--- config.mk ---
export PLATFORM = sky130hd
export DESIGN_NAME = wsp_driver
export DESIGN_NICKNAME = d
export VERILOG_FILES = /design/src/rtl/wsp_driver.sv
export SDC_FILE = /design/constraint.sdc
export NUM_CORES = 1
export LEC_CHECK = 0
export ABC_AREA = 0
export BUFFER_PORTS_ARGS = -buffer_cell sky130_fd_sc_hd__buf_2
export CAP_MARGIN = 20
export CORE_MARGIN = 3
export CORE_UTILIZATION = 50
export CTS_CLUSTER_SIZE = 12
export DETAILED_ROUTE_END_ITERATION = 12
export GPL_TIMING_DRIVEN = 0
export PLACE_DENSITY = 0.76
export RECOVER_POWER = 50
export SYNTH_ARGS = -nofsm -noshare
export SYNTH_HDL_FRONTEND = slang
export SYNTH_SLANG_ARGS = --single-unit
--- constraint.sdc ---
create_clock -name clk -period 1.8 [get_ports clk]
set_input_delay 0.27 -clock clk [delete_from_list [all_inputs] [get_ports clk]]
set_output_delay 0.27 -clock clk [all_outputs]
set_load 0.02 [all_outputs]
--- src/rtl/wsp_driver.sv ---
`default_nettype none
// ============================================================================
// Module      : wsp_driver
// Description : Wrapper Serial Port initiator for an IEEE 1500 wrapper.
//               Takes one scan command (register select, length, data),
//               sequences setup, capture, shift and update on the WSP
//               strobes, and returns the bits collected from wso.
// Revision    : 1.0 - initial release
// ============================================================================
module wsp_driver #(
    parameter int MAX_LEN = 64,
    parameter int LEN_W   = $clog2(MAX_LEN + 1)
) (
    input  logic               clk,
    input  logic               arst,
    input  logic               cmd_valid,
    output logic               cmd_ready,
    input  logic               cmd_wir,
    input  logic [LEN_W-1:0]   cmd_len,
    input  logic [MAX_LEN-1:0] cmd_data,
    output logic               rsp_valid,
    output logic [MAX_LEN-1:0] rsp_data,
    output logic               select_wir,
    output logic               capture_wr,
    output logic               shift_wr,
    output logic               update_wr,
    output logic               wsi,
    input  logic               wso
);

    typedef enum logic [2:0] {
        S_IDLE    = 3'd0,
        S_SETUP   = 3'd1,
        S_CAPTURE = 3'd2,
        S_SHIFT   = 3'd3,
        S_UPDATE  = 3'd4,
        S_DONE    = 3'd5
    } state_t;

    localparam logic [LEN_W-1:0] MAX_LEN_L = LEN_W'(MAX_LEN);

    state_t               state;
    // Remaining shift cycles minus one once shifting; full length before.
    logic [LEN_W-1:0]     cnt;
    // Shift-in data, consumed LSB first.
    logic [MAX_LEN-1:0]   data_sr;
    // One-hot pointer to the rsp_data bit written on the current shift cycle.
    logic [MAX_LEN-1:0]   bit_mask;
    logic [LEN_W-1:0]     len_clamped;
    logic                 accept;

    // Oversized lengths saturate at the chain capacity; handshake decode.
    always_comb begin
        len_clamped = (cmd_len > MAX_LEN_L) ? MAX_LEN_L : cmd_len;
        accept      = cmd_valid & cmd_ready;
    end

    // Command sequencer; every WSP output is a register so strobes never glitch.
    always_ff @(posedge clk) begin
        if (arst) begin
            state      <= S_IDLE;
            cnt        <= '0;
            data_sr    <= '0;
            bit_mask   <= '0;
            cmd_ready  <= 1'b1;
            rsp_valid  <= 1'b0;
            rsp_data   <= '0;
            select_wir <= 1'b0;
            capture_wr <= 1'b0;
            shift_wr   <= 1'b0;
            update_wr  <= 1'b0;
            wsi        <= 1'b0;
        end else begin
            case (state)
                S_IDLE: begin
                    if (accept) begin
                        state      <= S_SETUP;
                        cmd_ready  <= 1'b0;
                        select_wir <= cmd_wir;
                        data_sr    <= cmd_data;
                        cnt        <= len_clamped;
                        // Previous response is held until here, then cleared
                        // so bits beyond the new length read back as zero.
                        rsp_data   <= '0;
                    end
                end

                S_SETUP: begin
                    state      <= S_CAPTURE;
                    capture_wr <= 1'b1;
                end

                S_CAPTURE: begin
                    capture_wr <= 1'b0;
                    if (cnt == '0) begin
                        // Zero-length command: capture straight into update.
                        state     <= S_UPDATE;
                        update_wr <= 1'b1;
                    end else begin
                        state    <= S_SHIFT;
                        shift_wr <= 1'b1;
                        wsi      <= data_sr[0];
                        data_sr  <= data_sr >> 1;
                        cnt      <= cnt - LEN_W'(1);
                        bit_mask <= MAX_LEN'(1);
                    end
                end

                S_SHIFT: begin
                    // The chain output present during this cycle lands in
                    // the response bit for this cycle's index.
                    rsp_data <= rsp_data | (wso ? bit_mask : '0);
                    bit_mask <= bit_mask << 1;
                    if (cnt == '0) begin
                        state     <= S_UPDATE;
                        shift_wr  <= 1'b0;
                        wsi       <= 1'b0;
                        update_wr <= 1'b1;
                    end else begin
                        cnt     <= cnt - LEN_W'(1);
                        wsi     <= data_sr[0];
                        data_sr <= data_sr >> 1;
                    end
                end

                S_UPDATE: begin
                    state      <= S_DONE;
                    update_wr  <= 1'b0;
                    select_wir <= 1'b0;
                    rsp_valid  <= 1'b1;
                end

                S_DONE: begin
                    state     <= S_IDLE;
                    rsp_valid <= 1'b0;
                    cmd_ready <= 1'b1;
                end

                default: begin
                    state      <= S_IDLE;
                    cmd_ready  <= 1'b1;
                    rsp_valid  <= 1'b0;
                    select_wir <= 1'b0;
                    capture_wr <= 1'b0;
                    shift_wr   <= 1'b0;
                    update_wr  <= 1'b0;
                    wsi        <= 1'b0;
                end
            endcase
        end
    end

endmodule
`default_nettype wire

==> impl_metrics.prom, run 1 <==
# TYPE chip_impl_metric gauge
chip_impl_info{name="grt_most_used_layer",value="met2"} 1
chip_impl_metric{name="synth-edff-count",unit=""} 0
chip_impl_metric{name="cts_max_level",unit=""} 1
chip_impl_metric{name="layout_worst_path_cycle_share",unit=""} 1.11
chip_impl_metric{name="cap_violations",unit=""} 0
chip_impl_metric{name="post_cts_hold_buffer_count",unit=""} 0
chip_impl_metric{name="detailedPlacementHpwl",unit="microns"} 13500
chip_impl_metric{name="port_buffers",unit=""} 146
chip_impl_info{name="hp-start",value="cmd_data[63]"} 1
chip_impl_metric{name="num_vias",unit=""} 7310
chip_impl_metric{name="track_usage",unit=""} 0.216
chip_impl_metric{name="antenna_found_initial",unit=""} 4
chip_impl_info{name="crit_top_cell",value="sky130_fd_sc_hd__buf_6"} 1
chip_impl_metric{name="synth.net_count",unit=""} 924
chip_impl_info{name="cp_cell_sequence",value="inv_2, ha_4, or4b_4, buf_6, o31ai_4, buf_6, buf_6, a22oi_2, nor2_1"} 1
chip_impl_info{name="grt_setup_unrepaired",value="yes"} 1
chip_impl_info{name="critical_path.startpoint_type",value="flip-flop"} 1
chip_impl_metric{name="number_of_top_level_design_ports",unit=""} 147
chip_impl_metric{name="place_ws",unit="ns"} -0.569
chip_impl_metric{name="register_to_register_setup_slack",unit="ns"} -0.20
chip_impl_metric{name="period_needed",unit="ns"} 2.00
chip_impl_metric{name="postSynthRegisterBits",unit=""} 209
chip_impl_info{name="crit-reg2reg-launch",value="cnt[1]$_SDFFE_PP0P_"} 1
chip_impl_metric{name="drt-initial-drc-count",unit=""} 582
chip_impl_metric{name="synthDistinctLibCells",unit=""} 47
chip_impl_metric{name="chipWidth",unit="microns"} 134
chip_impl_metric{name="finalHoldWorstSlack",unit="ns"} 0.0174
chip_impl_metric{name="synth.yosys.seq_area_share",unit=""} 0.511
chip_impl_metric{name="post_drt_wl_per_cell",unit="microns"} 17.2
chip_impl_metric{name="ff2ff_path_depth",unit=""} 9
chip_impl_info{name="worst_hold_check_path_type",value="input pin to flip-flop"} 1
chip_impl_metric{name="f_max",unit="MHz"} 499
chip_impl_metric{name="die_area",unit="sq um"} 18000
chip_impl_info{name="crit_family",value="simple AND/OR/NAND/NOR gates"} 1
chip_impl_metric{name="critPathBufInv",unit=""} 4
chip_impl_metric{name="worst-endpoint-arrival",unit="ns"} 2.43
chip_impl_info{name="timing.hold.worst_endpoint",value="data_sr[63]$_SDFFE_PP0P_"} 1
chip_impl_metric{name="tightest_slew",unit="ns"} 0.737
chip_impl_metric{name="grt_use_met1",unit=""} 0.308
chip_impl_metric{name="clk_path_buf_depth",unit=""} 3
chip_impl_metric{name="avgSynthCellArea",unit="sq um"} 9.69
chip_impl_metric{name="portion_of_synthesized_cell_area_occupied_by_the_leading_cell_type",unit=""} 0.511
chip_impl_info{name="cts-root-buf",value="sky130_fd_sc_hd__clkbuf_16"} 1
chip_impl_metric{name="numCtsBuffers",unit=""} 22
chip_impl_metric{name="p_per_area",unit="nW/um^2"} 1680
chip_impl_metric{name="detail_route.first_pass.iterations",unit=""} 5
chip_impl_metric{name="leakagePower",unit="nW"} 3.99
chip_impl_metric{name="finish.net_count",unit=""} 1123
chip_impl_metric{name="postSynthCellCount",unit=""} 846
chip_impl_metric{name="worst_clock_skew",unit="ns"} 0.0183
chip_impl_metric{name="layout.cell_area.non_filler",unit="sq um"} 10700
chip_impl_metric{name="setup_ws",unit="ns"} -0.204
chip_impl_info{name="worst_setup_path_end_kind",value="flip-flop"} 1
chip_impl_metric{name="row_count",unit=""} 46
chip_impl_metric{name="sum_of_overflow_across_all_layers_after_global_routing",unit=""} 0
chip_impl_info{name="cts_tree",value="built"} 1
chip_impl_metric{name="fillerInstances",unit=""} 1231
chip_impl_metric{name="setup_viol",unit=""} 127
chip_impl_info{name="cp_slowest_cell",value="sky130_fd_sc_hd__or4b_4"} 1
chip_impl_metric{name="grt_first_pass_wirelength",unit="microns"} 32700
chip_impl_metric{name="peakVddDrop",unit="uV"} 955
chip_impl_metric{name="start_util",unit=""} 0.514
chip_impl_metric{name="timing.critical_path.fanout_max",unit=""} 8
chip_impl_metric{name="total_of_warnings_raised_by_yosys",unit=""} 0
chip_impl_metric{name="report.final.slew_viol_count",unit=""} 0
chip_impl_metric{name="first_global_vias",unit=""} 6439
chip_impl_metric{name="antenna_left",unit=""} 0
chip_impl_metric{name="cp.required",unit="ns"} 2.23
chip_impl_info{name="dominantRegCellSynth",value="sky130_fd_sc_hd__dfxtp_1"} 1
chip_impl_info{name="synth_top_cells_by_area",value="sky130_fd_sc_hd__dfxtp_1 51%, sky130_fd_sc_hd__a311oi_2 9.2%, sky130_fd_sc_hd__a22o_1 6.7%, sky130_fd_sc_hd__nand2_1 6.2%, sky130_fd_sc_hd__a22oi_1 6.0%"} 1
chip_impl_metric{name="syn_area",unit="sq um"} 8190
chip_impl_info{name="status",value="finished, violations left"} 1
chip_impl_metric{name="core_region_area",unit="sq um"} 15900
chip_impl_metric{name="total_drc_errors_in_the_routed_layout",unit=""} 0
chip_impl_metric{name="worst_path_largest_cell_delay",unit="ns"} 0.49
chip_impl_metric{name="clkSlewWorstSetupHoldPaths",unit="ns"} 0.07
chip_impl_metric{name="hold_viol",unit=""} 0
chip_impl_metric{name="route.final.wire_length",unit="microns"} 21900
chip_impl_info{name="crit_type",value="flip-flop to flip-flop"} 1
chip_impl_metric{name="clkLatencyLatePin",unit="ns"} 0.50
chip_impl_info{name="critical_path.reg2reg.endpoint",value="bit_mask[58]$_SDFFE_PP0P_"} 1
chip_impl_metric{name="synth_async_sr_flop_share",unit=""} 0
chip_impl_metric{name="grt_max_degree",unit=""} 13
chip_impl_metric{name="utilization",unit=""} 0.673
chip_impl_metric{name="max-slew-margin-rel",unit=""} 0.509
chip_impl_metric{name="die_height",unit="microns"} 134
chip_impl_metric{name="hold_depth",unit=""} 3
chip_impl_metric{name="area_delta_synth_final",unit="%"} 31.0
chip_impl_metric{name="grt.met3_usage",unit=""} 0.0364
chip_impl_info{name="synth_area_leader_cell",value="sky130_fd_sc_hd__dfxtp_1"} 1
chip_impl_metric{name="place_area",unit="sq um"} 9240
chip_impl_metric{name="number_of_vias_per_cell_after_detailed_routing",unit=""} 5.74
chip_impl_metric{name="globalRouteMet2Util",unit=""} 0.338
chip_impl_metric{name="drive_gt1_frac",unit=""} 0.302
chip_impl_metric{name="globalplace.congestion",unit=""} 0.823
chip_impl_info{name="failing_checks",value="setup timing"} 1
chip_impl_metric{name="clkSinkCount",unit=""} 209
-- metal layers --
| metal | wire length, microns | part of all wire |
|---|---|---|
| met5 | 21 | 0.00096 |
| met2 | 10300 | 0.47 |
| met4 | 499 | 0.023 |
| met1 | 9630 | 0.44 |
| met3 | 1400 | 0.064 |
-- cells in the mapped netlist, types with 3 or more instances --
| cell type | count |
|---|---|
| sky130_fd_sc_hd__dfxtp_1 | 209 |
| sky130_fd_sc_hd__nand2_1 | 135 |
| sky130_fd_sc_hd__nor2_1 | 81 |
| sky130_fd_sc_hd__nor3_1 | 70 |
| sky130_fd_sc_hd__a22oi_1 | 66 |
| sky130_fd_sc_hd__clkbuf_1 | 65 |
| sky130_fd_sc_hd__a22o_1 | 63 |
| sky130_fd_sc_hd__a311oi_2 | 50 |
| sky130_fd_sc_hd__a311oi_1 | 13 |
| sky130_fd_sc_hd__buf_6 | 12 |
| sky130_fd_sc_hd__a21oi_1 | 9 |
| sky130_fd_sc_hd__inv_1 | 9 |
| sky130_fd_sc_hd__buf_2 | 7 |
| sky130_fd_sc_hd__o21ai_0 | 7 |
| sky130_fd_sc_hd__a31oi_1 | 5 |
| sky130_fd_sc_hd__nand3_1 | 4 |
| sky130_fd_sc_hd__o32ai_1 | 3 |
-- worst max path at each step --
stage | cells past startpoint | from | to | slack [ns]
after global routing | 9 | cnt[0]$_SDFFE_PP0P_ | bit_mask[58]$_SDFFE_PP0P_ | -0.28
after global placement | 5 | state[0]$_SDFFE_PP0P_ | rsp_data[49]$_SDFFE_PP0P_ | -0.50
after CTS | 8 | cnt[0]$_SDFFE_PP0P_ | data_sr[44]$_SDFFE_PP0P_ | -0.15
after detailed placement | 5 | state[0]$_SDFFE_PP0P_ | rsp_data[46]$_SDFFE_PP0P_ | -0.57
after floorplan | 9 | cnt[1]$_SDFFE_PP0P_ | data_sr[0]$_SDFFE_PP0P_ | -0.14
final | 9 | cnt[1]$_SDFFE_PP0P_ | bit_mask[58]$_SDFFE_PP0P_ | -0.20
-- layout make-up --
type | instances | area [sq um] | share of cell area
antenna | 2 | 5.00 | 0.000466
buffer | 82 | 573 | 0.0534
clock buffer | 34 | 647 | 0.0603
clock inverter | 1 | 7.51 | 0.000699
inverter | 9 | 33.8 | 0.00315
multi-input combinational | 544 | 3940 | 0.367
sequential | 209 | 4190 | 0.390
tap | 216 | 270 | 0.0252
timing repair buffer | 177 | 1070 | 0.0997
-- sequential cells by signal, summed over array words and instances, names as in the netlist --
register and count:
cnt 7, state 3, shift_wr 1, bit_mask 64, wsi 1, rsp_data 64, capture_wr 1, update_wr 1
select_wir 1, data_sr 64, rsp_valid 1, cmd_ready 1
-- worst reg2reg max path, stage by stage, from the launching register on --
cell                      delay (ns)
sky130_fd_sc_hd__dfxtp_2        0.33
sky130_fd_sc_hd__inv_2          0.08
sky130_fd_sc_hd__ha_4           0.13
sky130_fd_sc_hd__or4b_4         0.49
sky130_fd_sc_hd__buf_6          0.14
sky130_fd_sc_hd__o31ai_4        0.21
sky130_fd_sc_hd__buf_6          0.22
sky130_fd_sc_hd__buf_6          0.15
sky130_fd_sc_hd__a22oi_2        0.05
sky130_fd_sc_hd__nor2_1         0.14
-- logic make-up after synthesis --
logic type                 after synthesis  synth area share
DFF                                    209             0.511
and+or+nand+nor                        309             0.161
buffers and inverters                   93            0.0547
adders and majority gates                2           0.00305
AOI/OAI and AO/OA                      232             0.269
muxes                                    1           0.00122
-- cells in the final DEF, fill, tap and decap left out, types with 7 or more instances in the layout --
master and instances:
sky130_fd_sc_hd__buf_4 15, sky130_fd_sc_hd__inv_1 7, sky130_fd_sc_hd__nor3_1 64, sky130_fd_sc_hd__a22o_1 63, sky130_fd_sc_hd__buf_6 13, sky130_fd_sc_hd__dfxtp_1 206
sky130_fd_sc_hd__nand2_1 133, sky130_fd_sc_hd__a21oi_1 8, sky130_fd_sc_hd__a311oi_2 62, sky130_fd_sc_hd__clkbuf_16 29, sky130_fd_sc_hd__a22oi_1 28, sky130_fd_sc_hd__a22oi_2 38
sky130_fd_sc_hd__clkbuf_1 102, sky130_fd_sc_hd__buf_12 7, sky130_fd_sc_hd__buf_2 77, sky130_fd_sc_hd__nor2_1 80, sky130_fd_sc_hd__clkbuf_2 33
-- metrics by stage --
step                std cells  TNS [ns]  total power [mW]
CTS                      1260    -12.58              16.7
detailed placement       1208    -86.18              11.9
global route             1274    -26.86              18.9
floorplan                 846    -14.02              10.6
finish                   1274    -16.50              18.0
global placement         1208    -79.84              11.8
-- repair_timing --
| action | CTS | global route |
|---|---|---|
| pin swaps | 8 | 38 |
| resized for setup | 56 | 122 |
| endpoints found under the setup margin | 199 | 194 |
| buffers inserted | 13 | 7 |
| gates cloned | 5 | 6 |
-- where the power goes --
part	internal [mW]	switching [mW]	total (mW)
sequential	5.53	0.551	6.08
combinational	3.63	4.14	7.77
clock	2.45	1.74	4.18
(Power assumes the default switching activity.)
==> inputs of run 2 (changes only) <==
--- a/config.mk
+++ b/config.mk
@@ -5,7 +5,7 @@
 export SDC_FILE = /design/constraint.sdc
 export NUM_CORES = 1
 export LEC_CHECK = 0
-export ABC_AREA = 0
+export ABC_AREA = 1
 export BUFFER_PORTS_ARGS = -buffer_cell sky130_fd_sc_hd__buf_2
 export CAP_MARGIN = 20
 export CORE_MARGIN = 3
@@ -13,6 +13,7 @@
 export CTS_CLUSTER_SIZE = 12
 export DETAILED_ROUTE_END_ITERATION = 12
 export GPL_TIMING_DRIVEN = 0
+export HOLD_SLACK_MARGIN = 0.08
 export PLACE_DENSITY = 0.76
 export RECOVER_POWER = 50
 export SYNTH_ARGS = -nofsm -noshare
==> impl_metrics.prom, run 2 <==
# TYPE chip_impl_metric gauge
chip_impl_info{name="status",value="finished clean"} 1
chip_impl_info{name="most_frequent_cells_in_the_layout",value="362 x sky130_fd_sc_hd__nand2_1, 208 x sky130_fd_sc_hd__dfxtp_1, 145 x sky130_fd_sc_hd__nor2_1"} 1
chip_impl_info{name="synth_area_leader_cell",value="sky130_fd_sc_hd__dfxtp_1"} 1
chip_impl_metric{name="clkSinkCount",unit=""} 209
chip_impl_metric{name="route.final.wire_length",unit="microns"} 20900
chip_impl_metric{name="die_height",unit="microns"} 134
chip_impl_metric{name="postSynthRegisterBits",unit=""} 209
chip_impl_info{name="cts-root-buf",value="sky130_fd_sc_hd__clkbuf_16"} 1
chip_impl_metric{name="syn_area",unit="sq um"} 8160
chip_impl_metric{name="peakVddDrop",unit="uV"} 752
chip_impl_info{name="worst_setup_path_end_kind",value="flip-flop"} 1
chip_impl_metric{name="area_delta_synth_final",unit="%"} 21.4
chip_impl_metric{name="portion_of_synthesized_cell_area_occupied_by_the_leading_cell_type",unit=""} 0.512
chip_impl_metric{name="hold_depth",unit=""} 5
chip_impl_info{name="biggestRegsByFlops",value="bit_mask x64, data_sr x64, rsp_data x64"} 1
chip_impl_metric{name="globalplace.congestion",unit=""} 0.841
chip_impl_metric{name="place_inst",unit=""} 1488
chip_impl_metric{name="post_drt_wl_per_cell",unit="microns"} 13.6
chip_impl_metric{name="port_buffers",unit=""} 145
chip_impl_metric{name="synth.net_count",unit=""} 1205
chip_impl_metric{name="finish.net_count",unit=""} 1386
chip_impl_metric{name="clkLatencyLatePin",unit="ns"} 0.50
chip_impl_metric{name="grt_max_degree",unit=""} 13
chip_impl_metric{name="number_of_vias_per_cell_after_detailed_routing",unit=""} 5.12
chip_impl_metric{name="detailedPlacementHpwl",unit="microns"} 14200
chip_impl_metric{name="timing.critical_path.fanout_max",unit=""} 10
chip_impl_metric{name="antenna_found_initial",unit=""} 2
chip_impl_metric{name="timing.critical_path.depth",unit=""} 12
chip_impl_metric{name="start_util",unit=""} 0.512
chip_impl_metric{name="numCtsBuffers",unit=""} 22
chip_impl_info{name="cp_cell_sequence",value="inv_2, ha_1, inv_1, nor2_2, nand3_2, nand2_4, nand2_8, inv_2, buf_8, buf_6, nor2_1, nor2_1"} 1
chip_impl_metric{name="report.final.slew_viol_count",unit=""} 0
chip_impl_metric{name="fillerInstances",unit=""} 1492
chip_impl_metric{name="critPathBufInv",unit=""} 5
chip_impl_metric{name="synth_async_sr_flop_share",unit=""} 0
chip_impl_metric{name="clkSlewWorstSetupHoldPaths",unit="ns"} 0.06
chip_impl_info{name="synth_most_common_cell",value="sky130_fd_sc_hd__nand2_1"} 1
chip_impl_metric{name="setup_viol",unit=""} 0
chip_impl_metric{name="cap_violations",unit=""} 0
chip_impl_metric{name="cts_max_level",unit=""} 1
chip_impl_metric{name="fin_cells",unit=""} 1536
chip_impl_metric{name="die_area",unit="sq um"} 17900
chip_impl_metric{name="antenna_left",unit=""} 0
chip_impl_info{name="crit_family",value="simple AND/OR/NAND/NOR gates"} 1
chip_impl_metric{name="p_per_area",unit="nW/um^2"} 1570
chip_impl_info{name="hp-start",value="cmd_data[32]"} 1
chip_impl_metric{name="tightest_slew",unit="ns"} 0.490
chip_impl_metric{name="total_of_warnings_raised_by_yosys",unit=""} 0
chip_impl_metric{name="synth.yosys.seq_area_share",unit=""} 0.512
chip_impl_metric{name="worst_path_largest_cell_delay",unit="ns"} 0.33
chip_impl_metric{name="cp.required",unit="ns"} 2.23
chip_impl_metric{name="number_of_top_level_design_ports",unit=""} 147
chip_impl_info{name="critical_path.startpoint_type",value="flip-flop"} 1
chip_impl_info{name="critical_path.reg2reg.endpoint",value="data_sr[44]$_SDFFE_PP0P_"} 1
chip_impl_metric{name="clk_path_buf_depth",unit=""} 3
chip_impl_metric{name="postSynthCellCount",unit=""} 1127
chip_impl_metric{name="hold_viol",unit=""} 0
chip_impl_metric{name="drt-initial-drc-count",unit=""} 534
chip_impl_info{name="crit_type",value="flip-flop to flip-flop"} 1
chip_impl_info{name="dominantRegCellSynth",value="sky130_fd_sc_hd__dfxtp_1"} 1
chip_impl_metric{name="chipWidth",unit="microns"} 134
chip_impl_metric{name="period_needed",unit="ns"} 1.72
chip_impl_metric{name="layout.cell_area.non_filler",unit="sq um"} 9910
chip_impl_metric{name="register_to_register_setup_slack",unit="ns"} 0.08
chip_impl_metric{name="total_negative_slack_for_setup_checks",unit="ns"} 0
chip_impl_info{name="mostFrequentLayoutCell",value="sky130_fd_sc_hd__nand2_1"} 1
chip_impl_metric{name="synthDistinctLibCells",unit=""} 27
chip_impl_metric{name="max-slew-margin-rel",unit=""} 0.674
chip_impl_metric{name="leakagePower",unit="nW"} 4.19
chip_impl_metric{name="drive_gt1_frac",unit=""} 0.130
chip_impl_info{name="worst_setup_path_end",value="data_sr[44]$_SDFFE_PP0P_"} 1
chip_impl_metric{name="synth-edff-count",unit=""} 0
chip_impl_info{name="cts_tree",value="built"} 1
chip_impl_metric{name="worst-endpoint-arrival",unit="ns"} 2.15
chip_impl_metric{name="num_vias",unit=""} 7863
chip_impl_info{name="crit_start",value="cnt[0]$_SDFFE_PP0P_"} 1
chip_impl_metric{name="layout_worst_path_cycle_share",unit=""} 0.957
chip_impl_info{name="synth_top_cells_by_area",value="sky130_fd_sc_hd__dfxtp_1 51%, sky130_fd_sc_hd__nand2_1 17%, sky130_fd_sc_hd__o21ai_0 8.3%, sky130_fd_sc_hd__nor2_1 6.8%, sky130_fd_sc_hd__nand3_1 5.0%"} 1
chip_impl_metric{name="place_area",unit="sq um"} 9160
chip_impl_metric{name="total_drc_errors_in_the_routed_layout",unit=""} 0
chip_impl_info{name="crit-reg2reg-launch",value="cnt[0]$_SDFFE_PP0P_"} 1
chip_impl_info{name="cp_slowest_cell",value="sky130_fd_sc_hd__dfxtp_1"} 1
chip_impl_info{name="synthTopCellsByCount",value="361 x sky130_fd_sc_hd__nand2_1, 209 x sky130_fd_sc_hd__dfxtp_1, 147 x sky130_fd_sc_hd__nor2_1, 135 x sky130_fd_sc_hd__o21ai_0, 81 x sky130_fd_sc_hd__nand3_1"} 1
chip_impl_metric{name="finalHoldWorstSlack",unit="ns"} 0.0971
chip_impl_metric{name="f_max",unit="MHz"} 581
chip_impl_metric{name="worst_clock_skew",unit="ns"} 0.00777
chip_impl_metric{name="grt_first_pass_wirelength",unit="microns"} 33700
chip_impl_info{name="worst_hold_check_path_type",value="input pin to flip-flop"} 1
chip_impl_metric{name="ff2ff_path_depth",unit=""} 12
chip_impl_metric{name="row_count",unit=""} 46
chip_impl_metric{name="sum_of_overflow_across_all_layers_after_global_routing",unit=""} 0
chip_impl_metric{name="track_usage",unit=""} 0.223
chip_impl_metric{name="first_global_vias",unit=""} 7159
chip_impl_metric{name="avgSynthCellArea",unit="sq um"} 7.24
chip_impl_metric{name="utilization",unit=""} 0.622
chip_impl_metric{name="core_region_area",unit="sq um"} 15900
chip_impl_metric{name="detail_route.first_pass.iterations",unit=""} 5
## run 2: where the power goes
part	internal, mW	total, mW	switching [mW]
Clock	2.62	4.38	1.76
Sequential	5.53	5.99	0.459
Combinational	1.77	5.19	3.43
## run 2: per-layer routing
metal | vias to the layer above | global-route usage | share of wire
li1 | 4003 | - | -
met1 | 3622 | 0.297 | 0.45
met2 | 207 | 0.375 | 0.47
met3 | 29 | 0.0514 | 0.064
met4 | 2 | 0.0451 | 0.015
met5 | - | 0 | 0.00062
## run 2: repair_timing
action,CTS,global route
pin swaps,0,4
setup endpoints to repair,102,130
gates resized for setup,2,18
hold buffers,1,0
cloned,0,2
buffers inserted,0,9
endpoints found under the hold margin,1,0
## run 2: worst min-delay path by stage
| stage | end | slack (ns) |
|---|---|---|
| floorplan | data_sr[63]$_SDFFE_PP0P_ | 0.43 |
| global placement | update_wr$_SDFFE_PP0P_ | 0.45 |
| detailed placement | bit_mask[2]$_SDFFE_PP0P_ | 0.45 |
| CTS | data_sr[32]$_SDFFE_PP0P_ | 0.09 |
| global route | data_sr[32]$_SDFFE_PP0P_ | 0.11 |
| finish | data_sr[32]$_SDFFE_PP0P_ | 0.1 |
## run 2: kinds of logic (layout without fill, tap and decap cells)
group | after synthesis | in the layout | share of synthesized area
compound gates | 213 | 213 | 0.131
xor+xnor | 2 | 2 | 0.00215
fa+ha+maj | 2 | 2 | 0.00306
buf+inv | 98 | 288 | 0.0544
flops | 209 | 209 | 0.512
other cells | 0 | 1 | 0
simple gates | 603 | 605 | 0.297
## run 2: per-stage QoR
stage | setup slack, ns | power, mW
floorplan | 0.279 | 9.64
detailed placement | -0.0484 | 10.9
finish | 0.0779 | 15.6
CTS | 0.00957 | 15.3
global route | -0.0776 | 16.6
global placement | -0.0211 | 10.8
## run 2: final cells by class
class                   count  area [sq um]  area share
flip-flops and latches    209          4190       0.422
clock inverters             1          30.0     0.00303
diodes                      1          2.50    0.000252
well taps                 216           270      0.0273
plain buffers              78           393      0.0396
clock buffers              34           657      0.0663
multi-input cells         822          3580       0.362
inverters                  20          75.1     0.00757
repair buffers            155           714      0.0721
## run 2: worst min-delay path: cells and delay by family
kind | cells | cell delay [ns]
buffers and inverters | 1 | 0.08
and+or+nand+nor | 4 | 0.21
==> inputs of run 3 (changes only) <==
--- a/config.mk
+++ b/config.mk
@@ -14,7 +14,7 @@
 export DETAILED_ROUTE_END_ITERATION = 12
 export GPL_TIMING_DRIVEN = 0
 export HOLD_SLACK_MARGIN = 0.08
-export PLACE_DENSITY = 0.76
+export PLACE_DENSITY = 0.87
 export RECOVER_POWER = 50
 export SYNTH_ARGS = -nofsm -noshare
 export SYNTH_HDL_FRONTEND = slang
==> impl_metrics.prom, run 3 (synthesis results as in run 2) <==
# TYPE chip_impl_metric gauge
chip_impl_info{name="status",value="finished clean"} 1
chip_impl_metric{name="cp.required",unit="ns"} 2.23
chip_impl_info{name="hp-start",value="cmd_data[15]"} 1
chip_impl_metric{name="area_delta_synth_final",unit="%"} 22.8
chip_impl_metric{name="clkLatencyLatePin",unit="ns"} 0.51
chip_impl_info{name="biggestRegsByFlops",value="bit_mask x64, data_sr x64, rsp_data x64"} 1
chip_impl_metric{name="finalHoldWorstSlack",unit="ns"} 0.0869
chip_impl_metric{name="utilization",unit=""} 0.629
chip_impl_metric{name="setup_viol",unit=""} 0
chip_impl_metric{name="clkSinkCount",unit=""} 209
chip_impl_metric{name="period_needed",unit="ns"} 1.68
chip_impl_metric{name="max-slew-margin-rel",unit=""} 0.665
chip_impl_metric{name="port_buffers",unit=""} 145
chip_impl_metric{name="post_drt_wl_per_cell",unit="microns"} 13.7
chip_impl_metric{name="die_height",unit="microns"} 134
chip_impl_metric{name="hold_depth",unit=""} 5
chip_impl_metric{name="drive_gt1_frac",unit=""} 0.134
chip_impl_metric{name="first_global_vias",unit=""} 7294
chip_impl_metric{name="total_negative_slack_for_setup_checks",unit="ns"} 0
chip_impl_metric{name="num_vias",unit=""} 7978
chip_impl_info{name="timing.hold.worst_endpoint",value="data_sr[15]$_SDFFE_PP0P_"} 1
chip_impl_metric{name="core_region_area",unit="sq um"} 15900
chip_impl_metric{name="globalplace.congestion",unit=""} 0.853
chip_impl_info{name="most_frequent_cells_in_the_layout",value="361 x sky130_fd_sc_hd__nand2_1, 208 x sky130_fd_sc_hd__dfxtp_1, 147 x sky130_fd_sc_hd__nor2_1"} 1
chip_impl_metric{name="detailedPlacementHpwl",unit="microns"} 14300
chip_impl_metric{name="leakagePower",unit="nW"} 4.25
chip_impl_metric{name="detail_route.first_pass.iterations",unit=""} 5
chip_impl_info{name="critical_path.reg2reg.endpoint",value="bit_mask[13]$_SDFFE_PP0P_"} 1
chip_impl_metric{name="grt_max_degree",unit=""} 13
chip_impl_metric{name="track_usage",unit=""} 0.226
chip_impl_metric{name="ff2ff_path_depth",unit=""} 9
chip_impl_info{name="grt_setup_unrepaired",value="yes"} 1
chip_impl_info{name="crit-reg2reg-launch",value="cnt[1]$_SDFFE_PP0P_"} 1
chip_impl_metric{name="route.final.wire_length",unit="microns"} 21200
chip_impl_metric{name="number_of_top_level_design_ports",unit=""} 147
chip_impl_info{name="mostFrequentLayoutCell",value="sky130_fd_sc_hd__nand2_1"} 1
chip_impl_metric{name="worst_clock_skew",unit="ns"} 0.00502
chip_impl_metric{name="number_of_vias_per_cell_after_detailed_routing",unit=""} 5.17
chip_impl_metric{name="die_area",unit="sq um"} 17900
chip_impl_metric{name="cap_violations",unit=""} 0
chip_impl_info{name="cts_tree",value="built"} 1
chip_impl_metric{name="numCtsBuffers",unit=""} 23
chip_impl_metric{name="finish.net_count",unit=""} 1390
chip_impl_info{name="crit_type",value="flip-flop to flip-flop"} 1
chip_impl_metric{name="chipWidth",unit="microns"} 134
chip_impl_metric{name="layout_worst_path_cycle_share",unit=""} 0.934
chip_impl_metric{name="row_count",unit=""} 46
chip_impl_metric{name="peakVddDrop",unit="uV"} 815
chip_impl_metric{name="cts_max_level",unit=""} 1
chip_impl_metric{name="report.final.slew_viol_count",unit=""} 0
chip_impl_metric{name="clkSlewWorstSetupHoldPaths",unit="ns"} 0.06
chip_impl_info{name="critical_path.startpoint_type",value="flip-flop"} 1
chip_impl_metric{name="antenna_found_initial",unit=""} 2
chip_impl_metric{name="clk_path_buf_depth",unit=""} 3
chip_impl_metric{name="start_util",unit=""} 0.512
chip_impl_metric{name="grt_first_pass_wirelength",unit="microns"} 34300
chip_impl_info{name="cts-root-buf",value="sky130_fd_sc_hd__clkbuf_16"} 1
chip_impl_metric{name="drt-initial-drc-count",unit=""} 473
chip_impl_info{name="worst_setup_path_end_kind",value="flip-flop"} 1
chip_impl_metric{name="register_to_register_setup_slack",unit="ns"} 0.12
chip_impl_metric{name="antenna_left",unit=""} 0
chip_impl_metric{name="tightest_slew",unit="ns"} 0.500
chip_impl_metric{name="p_per_area",unit="nW/um^2"} 1590
chip_impl_metric{name="hold_viol",unit=""} 0
chip_impl_metric{name="total_drc_errors_in_the_routed_layout",unit=""} 0
chip_impl_metric{name="f_max",unit="MHz"} 595
chip_impl_metric{name="design_power_total",unit="mW"} 16.0
chip_impl_metric{name="sum_of_overflow_across_all_layers_after_global_routing",unit=""} 0
chip_impl_info{name="worst_hold_check_path_type",value="input pin to flip-flop"} 1
chip_impl_metric{name="worst-endpoint-arrival",unit="ns"} 2.11
chip_impl_metric{name="timing.critical_path.fanout_max",unit=""} 10
run 3: worst max-delay path by stage:
stage / start / endpoint / slack (ns) / cells past startpoint
2_1_floorplan: cnt[0]$_SDFFE_PP0P_ / data_sr[47]$_SDFFE_PP0P_ / 0.28 / 12
3_3_place_gp: arst / rsp_data[45]$_SDFFE_PP0P_ / -0.001 / 7
3_5_place_dp: cnt[0]$_SDFFE_PP0P_ / data_sr[48]$_SDFFE_PP0P_ / -0.03 / 12
4_1_cts: cnt[1]$_SDFFE_PP0P_ / data_sr[37]$_SDFFE_PP0P_ / 0.005 / 12
5_1_grt: cnt[1]$_SDFFE_PP0P_ / bit_mask[35]$_SDFFE_PP0P_ / -0.01 / 9
6_report: cnt[1]$_SDFFE_PP0P_ / bit_mask[13]$_SDFFE_PP0P_ / 0.12 / 9
run 3: worst max-delay path, stage by stage, from the launching register on:
cell and delay (ns):
sky130_fd_sc_hd__dfxtp_1 0.32, sky130_fd_sc_hd__inv_2 0.08, sky130_fd_sc_hd__ha_1 0.16, sky130_fd_sc_hd__nand2_1 0.06, sky130_fd_sc_hd__nor2_1 0.17, sky130_fd_sc_hd__nand3_2 0.17
sky130_fd_sc_hd__nand2_4 0.19, sky130_fd_sc_hd__clkbuf_4 0.23, sky130_fd_sc_hd__nand2_1 0.07, sky130_fd_sc_hd__a21oi_1 0.14
run 3: layout make-up:
| cell class | instances | area (sq um) |
|---|---|---|
| well taps | 216 | 270 |
| clock inverters | 5 | 90.1 |
| repair buffers | 160 | 759 |
| clock buffers | 34 | 677 |
| flip-flops and latches | 209 | 4190 |
| diodes | 1 | 2.50 |
| plain buffers | 78 | 393 |
| fillers | 1398 | 5920 |
| inverters | 20 | 77.6 |
| multi-input cells | 820 | 3570 |
run 3: metrics by stage:
step,std cells,instance area (sq um),setup slack [ns]
2_1_floorplan,1127,8160,0.279
3_3_place_gp,1488,9160,-0.00125
3_5_place_dp,1488,9160,-0.0308
4_1_cts,1531,9970,0.00461
5_1_grt,1543,10000,-0.0131
6_report,1543,10000,0.119
run 3: where the power goes:
part	leakage, nW	switching [mW]	internal, mW
clock	0.378	1.84	2.89
combinational	2.17	3.46	1.79
sequential	1.70	0.461	5.53
total	4.25	5.76	10.2
run 3: layer usage:
layer / vias up / part of all wire / track usage
met2: 268 / 0.46 / 0.378
met5: - / 0.00057 / 0
met1: 3622 / 0.43 / 0.292
met3: 63 / 0.075 / 0.0514
li1: 4023 / - / -
met4: 2 / 0.031 / 0.0714
run 3: timing repair:
item | 4_1_cts | 5_1_grt
setup buffers | 0 | 11
setup endpoints to repair | 40 | 144
gates resized for setup | 2 | 20
hold buffers | 4 | 0
hold endpoints to repair | 4 | 0
pin swaps | 0 | 2
